**src/rtl/freq_counter_meas.sv**
```systemverilog
// freq_counter_meas
//   Counts rising edges of an asynchronous square wave over a fixed gate
//   window of GATE_CYCLES system clocks. With a 1 s gate at 25 MHz the
//   result is the input frequency in Hz. It can run single-shot (i_Start)
//   or back-to-back (i_Continuous).
//
// Ports
//   i_Clk        system clock
//   i_Rst_L      asynchronous active-low reset
//   i_Freq_In    asynchronous input under measurement
//   i_Start      one-cycle request for a single measurement (used in IDLE only)
//   i_Continuous back-to-back measurements while high
//   o_Count      rising edges seen in the last completed gate (saturating)
//   o_Valid      one-cycle pulse when o_Count/o_Overflow update
//   o_Overflow   last completed gate saturated the edge counter
//   o_Busy       gate window open
module freq_counter_meas #(
    parameter int GATE_CYCLES = 25000000,
    parameter int COUNT_W     = 24,
    parameter int SYNC_STAGES = 2
) (
    input  logic               i_Clk,
    input  logic               i_Rst_L,
    input  logic               i_Freq_In,
    input  logic               i_Start,
    input  logic               i_Continuous,
    output logic [COUNT_W-1:0] o_Count,
    output logic               o_Valid,
    output logic               o_Overflow,
    output logic               o_Busy
);

    localparam int GATE_W = (GATE_CYCLES > 1) ? $clog2(GATE_CYCLES) : 1;
    localparam logic [GATE_W-1:0] GATE_LAST = GATE_W'(GATE_CYCLES - 1);

    typedef enum logic [1:0] {IDLE, GATE, LATCH} state_t;

    state_t               state;
    logic [SYNC_STAGES-1:0] sync_r;
    logic                 sync_prev;
    logic                 rise;
    logic [GATE_W-1:0]    gate_cnt;
    logic [COUNT_W-1:0]   edge_cnt;
    logic                 ovf_pend;
    logic                 cnt_full;

    // Synchroniser and edge detector run in every state so the first gate
    // cycle already sees a settled sync_prev.
    always_ff @(posedge i_Clk or negedge i_Rst_L) begin
        if (!i_Rst_L) begin
            sync_r    <= '0;
            sync_prev <= 1'b0;
        end else begin
            sync_r    <= {sync_r[SYNC_STAGES-2:0], i_Freq_In};
            sync_prev <= sync_r[SYNC_STAGES-1];
        end
    end

    assign rise     = sync_r[SYNC_STAGES-1] & ~sync_prev;
    assign cnt_full = &edge_cnt;

    always_ff @(posedge i_Clk or negedge i_Rst_L) begin
        if (!i_Rst_L) begin
            state      <= IDLE;
            gate_cnt   <= '0;
            edge_cnt   <= '0;
            ovf_pend   <= 1'b0;
            o_Count    <= '0;
            o_Valid    <= 1'b0;
            o_Overflow <= 1'b0;
            o_Busy     <= 1'b0;
        end else begin
            case (state)
                IDLE: begin
                    if (i_Start || i_Continuous) begin
                        state    <= GATE;
                        gate_cnt <= '0;
                        edge_cnt <= '0;
                        ovf_pend <= 1'b0;
                        o_Busy   <= 1'b1;
                    end
                end
                GATE: begin
                    // Saturate: once all-ones, further edges only flag overflow.
                    if (rise) begin
                        if (cnt_full) ovf_pend <= 1'b1;
                        else          edge_cnt <= edge_cnt + COUNT_W'(1);
                    end
                    if (gate_cnt == GATE_LAST) begin
                        // Fold in the final cycle's edge directly since
                        // edge_cnt itself updates on this same clock.
                        state      <= LATCH;
                        o_Busy     <= 1'b0;
                        o_Valid    <= 1'b1;
                        o_Count    <= (rise && !cnt_full) ? edge_cnt + COUNT_W'(1) : edge_cnt;
                        o_Overflow <= ovf_pend | (rise & cnt_full);
                    end else begin
                        gate_cnt <= gate_cnt + GATE_W'(1);
                    end
                end
                LATCH: begin
                    o_Valid <= 1'b0;
                    if (i_Continuous) begin
                        state    <= GATE;
                        gate_cnt <= '0;
                        edge_cnt <= '0;
                        ovf_pend <= 1'b0;
                        o_Busy   <= 1'b1;
                    end else begin
                        state <= IDLE;
                    end
                end
                default: state <= IDLE;
            endcase
        end
    end

endmodule

```
**config.mk**
```make
export PLATFORM = sky130hd
export DESIGN_NAME = freq_counter_meas
export DESIGN_NICKNAME = d
export VERILOG_FILES = /design/src/rtl/freq_counter_meas.sv
export SDC_FILE = /design/constraint.sdc
export NUM_CORES = 1
export LEC_CHECK = 0
export BUFFER_PORTS_ARGS = -buffer_cell sky130_fd_sc_hd__clkbuf_2
export CAP_MARGIN = 20
export CORE_MARGIN = 5
export CORE_UTILIZATION = 60
export CTS_CLUSTER_SIZE = 24
export DETAILED_ROUTE_END_ITERATION = 8
export PLACE_DENSITY_LB_ADDON = 0.08
export SLEW_MARGIN = 10
export SYNTH_ARGS = -nofsm -noshare
export SYNTH_HDL_FRONTEND = slang
export SYNTH_SLANG_ARGS = --single-unit
```
**constraint.sdc**
```tcl
create_clock -name i_Clk -period 3.1 [get_ports i_Clk]
set_clock_uncertainty 0.15 [all_clocks]
set_input_delay 0.31 -clock i_Clk [delete_from_list [all_inputs] [get_ports i_Clk]]
set_output_delay 0.31 -clock i_Clk [all_outputs]
set_load 0.01 [all_outputs]
```
# After elaboration in Yosys (flattened, before gate mapping)
# Index checks and enable logic that the tools add are counted.
dict set report word_totals {
  output_inout_bits 27
  mem_count 0
  ramBits 0
  word_cells 65
  in_bits 5
  ff_bits 82
  romBits 0
  latch_bits 0
}
dict set report classes {
  shift 0
  n_eq_ne 10
  reduce_logical 14
  mux 25
  n_div 0
  bitwise_logic 4
  addsub 2
  n_mul 0
  n_lt_le_gt_ge 0
}
# op n
set ops {}
lappend ops {{24-bit two-way mux} 5}
lappend ops {{25-bit two-way mux} 3}
lappend ops {{25-bit one-hot mux with 3 select lines} 1}
lappend ops {{24-bit one-hot mux with 3 select lines} 1}
lappend ops {{25-bit by 1-bit adder with 25-bit output, second input constant} 1}
lappend ops {{25-bit == test, second input constant} 1}
lappend ops {{24-bit by 1-bit adder with 24-bit output, second input constant} 1}
lappend ops {{24-bit AND reduction} 1}
lappend ops {{2-bit inequality test, second input constant} 7}
lappend ops {{5-bit AND reduction} 2}
lappend ops {{1-bit two-way mux} 9}
lappend ops {{4-bit AND reduction} 2}
lappend ops {{1-bit one-hot mux with 3 select lines} 2}
lappend ops {{2-bit one-hot mux with 3 select lines} 1}
lappend ops {{2-bit AND reduction} 3}
lappend ops {{2-bit two-way mux} 2}
lappend ops {{3-bit nonzero test} 1}
lappend ops {{1-bit bitwise AND} 2}
lappend ops {{2-bit by 1-bit == test with 1-bit output, second input constant} 1}
lappend ops {{2-bit == test, second input constant} 1}
lappend ops {{2-bit logical NOT} 1}
lappend ops {{1-bit one-hot mux with 2 select lines} 1}
lappend ops {{2-bit nonzero test} 1}
lappend ops {{1-bit logical AND} 1}
lappend ops {{other kinds (4)} 4}

# Depth between registers and ports, before layout
dict set report depth {
  ltp_word 4
  ltp_mapped 8
  mapped_depth_nobuf 7
}

# Least setup slack after synthesis
# No wires, ideal clock.
dict set report synth_path {
  kind {reg2reg}
  from {register gate_cnt[10]}
  to {register gate_cnt[21]}
  required_time_ns 2.827
  slack_ns 0.884
  synth_period_minus_slack_ns 2.216
  path_stages_with_launch 8
  n_path_buf 1
  t_arrival_ns 1.943
  setup_ns 0.123
  path_cell_list {dfrtp_1 -> or4b_4 -> nor4_4 -> a41o_2 -> buf_8 -> a21oi_1 -> o21ai_2 -> o21ai_1}
}
dict set report synth_via {
  elab_chain_len 3
  elab_cells_between_ends 6
  classes_between {1 x add/sub; 2 x eq/ne; 2 x mux; 1 x reduce/logical}
}
# item line
set synth_rtl {}
lappend synth_rtl {{start: declaration} 42} ;# logic [GATE_W-1:0] gate_cnt;
lappend synth_rtl {{start signal: assignment} 98} ;# gate_cnt <= gate_cnt + GATE_W'(1);
lappend synth_rtl {{25-bit by 1-bit adder with 25-bit output / 25-bit == test (equally long branches)} {98, 89}}
lappend synth_rtl {{25-bit two-way mux / 2-bit inequality test (equally long branches)} n/a}
lappend synth_rtl {{25-bit one-hot mux with 3 select lines / 4-bit AND reduction (equally long branches)} n/a}
# Several ways; a longest one is shown, not always the timed one. The select of a mux whose other input is x is not followed.
# A chain may end at the register's enable or synchronous reset.

# Final worst setup path
dict set report layout_path {
  from {register gate_cnt[0]}
  to {register gate_cnt[22]}
}
# The elaborated chain is that of the path after synthesis.

==> run summary <==
Util after Layout -> 67.2%
Worst path slowest cell -> nor3_1
non-filler cells in the finished layout -> 623
Yosys top cell area share -> 46.9%
synth cell count leaders -> dfrtp_1 (82), nand2_1 (77), nor2_1 (48)
Initial Util -> 61.0%
Avg WL per Cell -> 15.4 um
die area -> 9110 um2
Synth area leader -> dfrtp_1
# setup viols final -> 0
first-pass GRT wire length -> 16500 um
outcome -> completed
I/O Buffers -> 31
Skew-Pair Late Insertion Delay -> 0.35 ns
Synth Flop Type -> dfrtp_1
Layout Nets -> 526
die width -> 95.4 um
worst-path maximum fanout -> 8
RSZ-0062 raised after global routing -> no
PD cells -> 552 nW/um2
initial antenna violation count -> 0
post-detail-place hpwl -> 6540 um
TritonCTS clock tree -> yes
Synth-to-Final Area Change -> 10.1%
H-tree levels -> 3
GRT met2 Usage -> 34.6%
top cells by area, synth -> dfrtp_1 (47%), nand2_1 (6.6%), o21ai_1 (4.1%), nor2_1 (4.1%), a31oi_1 (3.7%)
via count -> 3751
Fill cells -> 611
die height -> 95.4 um
busiest grt layer -> met2
Max Cap Violations -> 0
drt pass-1 iters -> 5
Root Buffer -> clkbuf_8
Final Hold Slack -> 0.214 ns
final number of max-transition violations -> 0
number of primary I/O pins -> 32
Placed Cells incl. Taps -> 604
Clock Path Buffers -> 2
Slew Limit Headroom -> 45.5%
Leakage -> 2.01 nW
CP max stage delay -> 0.59 ns
most frequent cell after synthesis -> dfrtp_1
remaining antenna violation count after routing -> 0
GR Layer Usage met3 -> 3.31%
EDFF count, synth -> 0
Worst setup SP type -> register
flops & latches, synth -> 82
warnings from Yosys -> 0
FFs w/ async S/R, synth -> 100%
largest net degree at the start of global routing -> 83
Tot GR Track Use -> 23.0%
cts repair resizes -> 0
Min-Delay Path Class -> register to register
Slew @ Worst Pin -> 0.815 ns
CTS Buf Count -> 9
cell count after synthesis -> 493
vias in the first global route -> 3425
vias per cell -> 6.02
setup slack after layout -> 0.433 ns
synth unique cells -> 51
Rows -> 31
flop-to-flop setup slack -> 0.43 ns
syn_area_per_cell -> 8.88 um2
DRC violations left -> 0
Setup WS pre-CTS -> 0.422 ns
global routing usage on met1 -> 33.9%
Peak supply drop -> 0.291 mV
Synth Cell Area -> 4380 um2
Core Area -> 7180 um2
final hold vios -> 0
clock slew at reported path FFs -> 0.08 ns
critical path, cell by cell -> ha_1 -> nand4_1 -> nor3_1 -> and3_1 -> nand3_1 -> o311ai_1
layout cells sized above 1 -> 14.1%
gpl congestion -> 0.828
grt ovf -> 0
synthesized net count -> 500
fin crit share -> 86.0%
Critical Setup Path Class -> register to register
TNS Setup -> 0 ns
Worst setup EP type -> register
clock tree sinks -> 82
CP required -> 3.20 ns
Max Freq -> 375 MHz
final WL -> 9610 um
Antenna diodes -> 0
sequential-to-total area share from yosys stat -> 46.9%
DR iter-0 viols -> 269
crit path time final -> 2.67 ns
worst path arrival time -> 2.76 ns
## area by class of cell
class                   instances  area, um2  share of cell area (%)
multi-input cells             380       2180                    45.2
flip-flops and latches         82       2050                    42.6
repair buffers                 42        258                    5.35
clock buffers                  11        141                    2.93
well taps                      99        124                    2.57
clock inverters                 5       53.8                    1.12
inverters                       4       15.0                   0.311
## cells in the final DEF (no fill, tap or decap), types with 3 or more instances in the layout
| cell type | n |
|---|---|
| nor2b_1 | 5 |
| o21ai_0 | 14 |
| a21oi_1 | 21 |
| dfrtp_1 | 82 |
| and3_1 | 11 |
| xor2_1 | 12 |
| inv_1 | 4 |
| o21ai_1 | 36 |
| nand4_1 | 15 |
| nor3_1 | 17 |
| nor2_1 | 48 |
| clkbuf_2 | 30 |
| xnor2_1 | 16 |
| nand3_1 | 28 |
| clkbuf_8 | 10 |
| or3_1 | 4 |
| mux2i_1 | 6 |
| clkinv_2 | 3 |
| nand2_1 | 77 |
| a31oi_1 | 26 |
| buf_4 | 9 |
| nand2b_1 | 7 |
## worst max-delay path: cells and delay by family, from the launching register on
kind            cells  cell delay [ns]
simple gates        4             1.50
flops               1             0.43
compound gates      1             0.27
fa+ha+maj           1             0.21
## power breakdown
part           internal, mW  switching, mW
sequential             1.22          0.239
combinational         0.195          0.238
clock                 0.392          0.378
total                  1.81          0.856
## metal layers
layer | wire length [um] | vias to the layer above
li1 | - | 1805
met1 | 4680 | 1788
met2 | 4170 | 145
met3 | 607 | 13
met4 | 145 | 0
met5 | 0 | -
## registers in the layout, summed over array words and instances (netlist names)
signal / count
ovf_pend: 1
o_Overflow: 1
o_Count: 24
gate_cnt: 25
o_Valid: 1
o_Busy: 1
sync_r: 2
sync_prev: 1
edge_cnt: 24
state: 2
## repair_timing
item / 4_1_cts / 5_1_grt
endpoints found under the hold margin: 1 / 41
hold buffers: 1 / 1
setup buffers: 0 / 0
## cells by family after synthesis
family	synth area share, %
flops	46.9
mux	1.37
compound gates	15.7
xor+xnor	5.60
simple gates	26.4
fa+ha+maj	0.571
buf+inv	3.43
## through the flow
stage / area (um2) / power [mW]
6_report: 4820 / 2.66
5_1_grt: 4820 / 2.81
4_1_cts: 4790 / 2.67
3_5_place_dp: 4590 / 1.90
3_3_place_gp: 4590 / 1.87
2_1_floorplan: 4380 / 1.76
## final timing paths
| check | startpoint | to | cells after the start |
|---|---|---|---|
| max reg2reg | gate_cnt[0] | gate_cnt[22] | 6 |
| min in group asynchronous | i_Rst_L | gate_cnt[12] | 2 |
| max in group asynchronous | i_Rst_L | o_Count[0] | 3 |
| max | gate_cnt[0] | gate_cnt[22] | 6 |
| min | sync_r[0] | sync_r[1] | 0 |
| min reg2reg | sync_r[0] | sync_r[1] | 0 |
(Power assumes the default switching activity.)
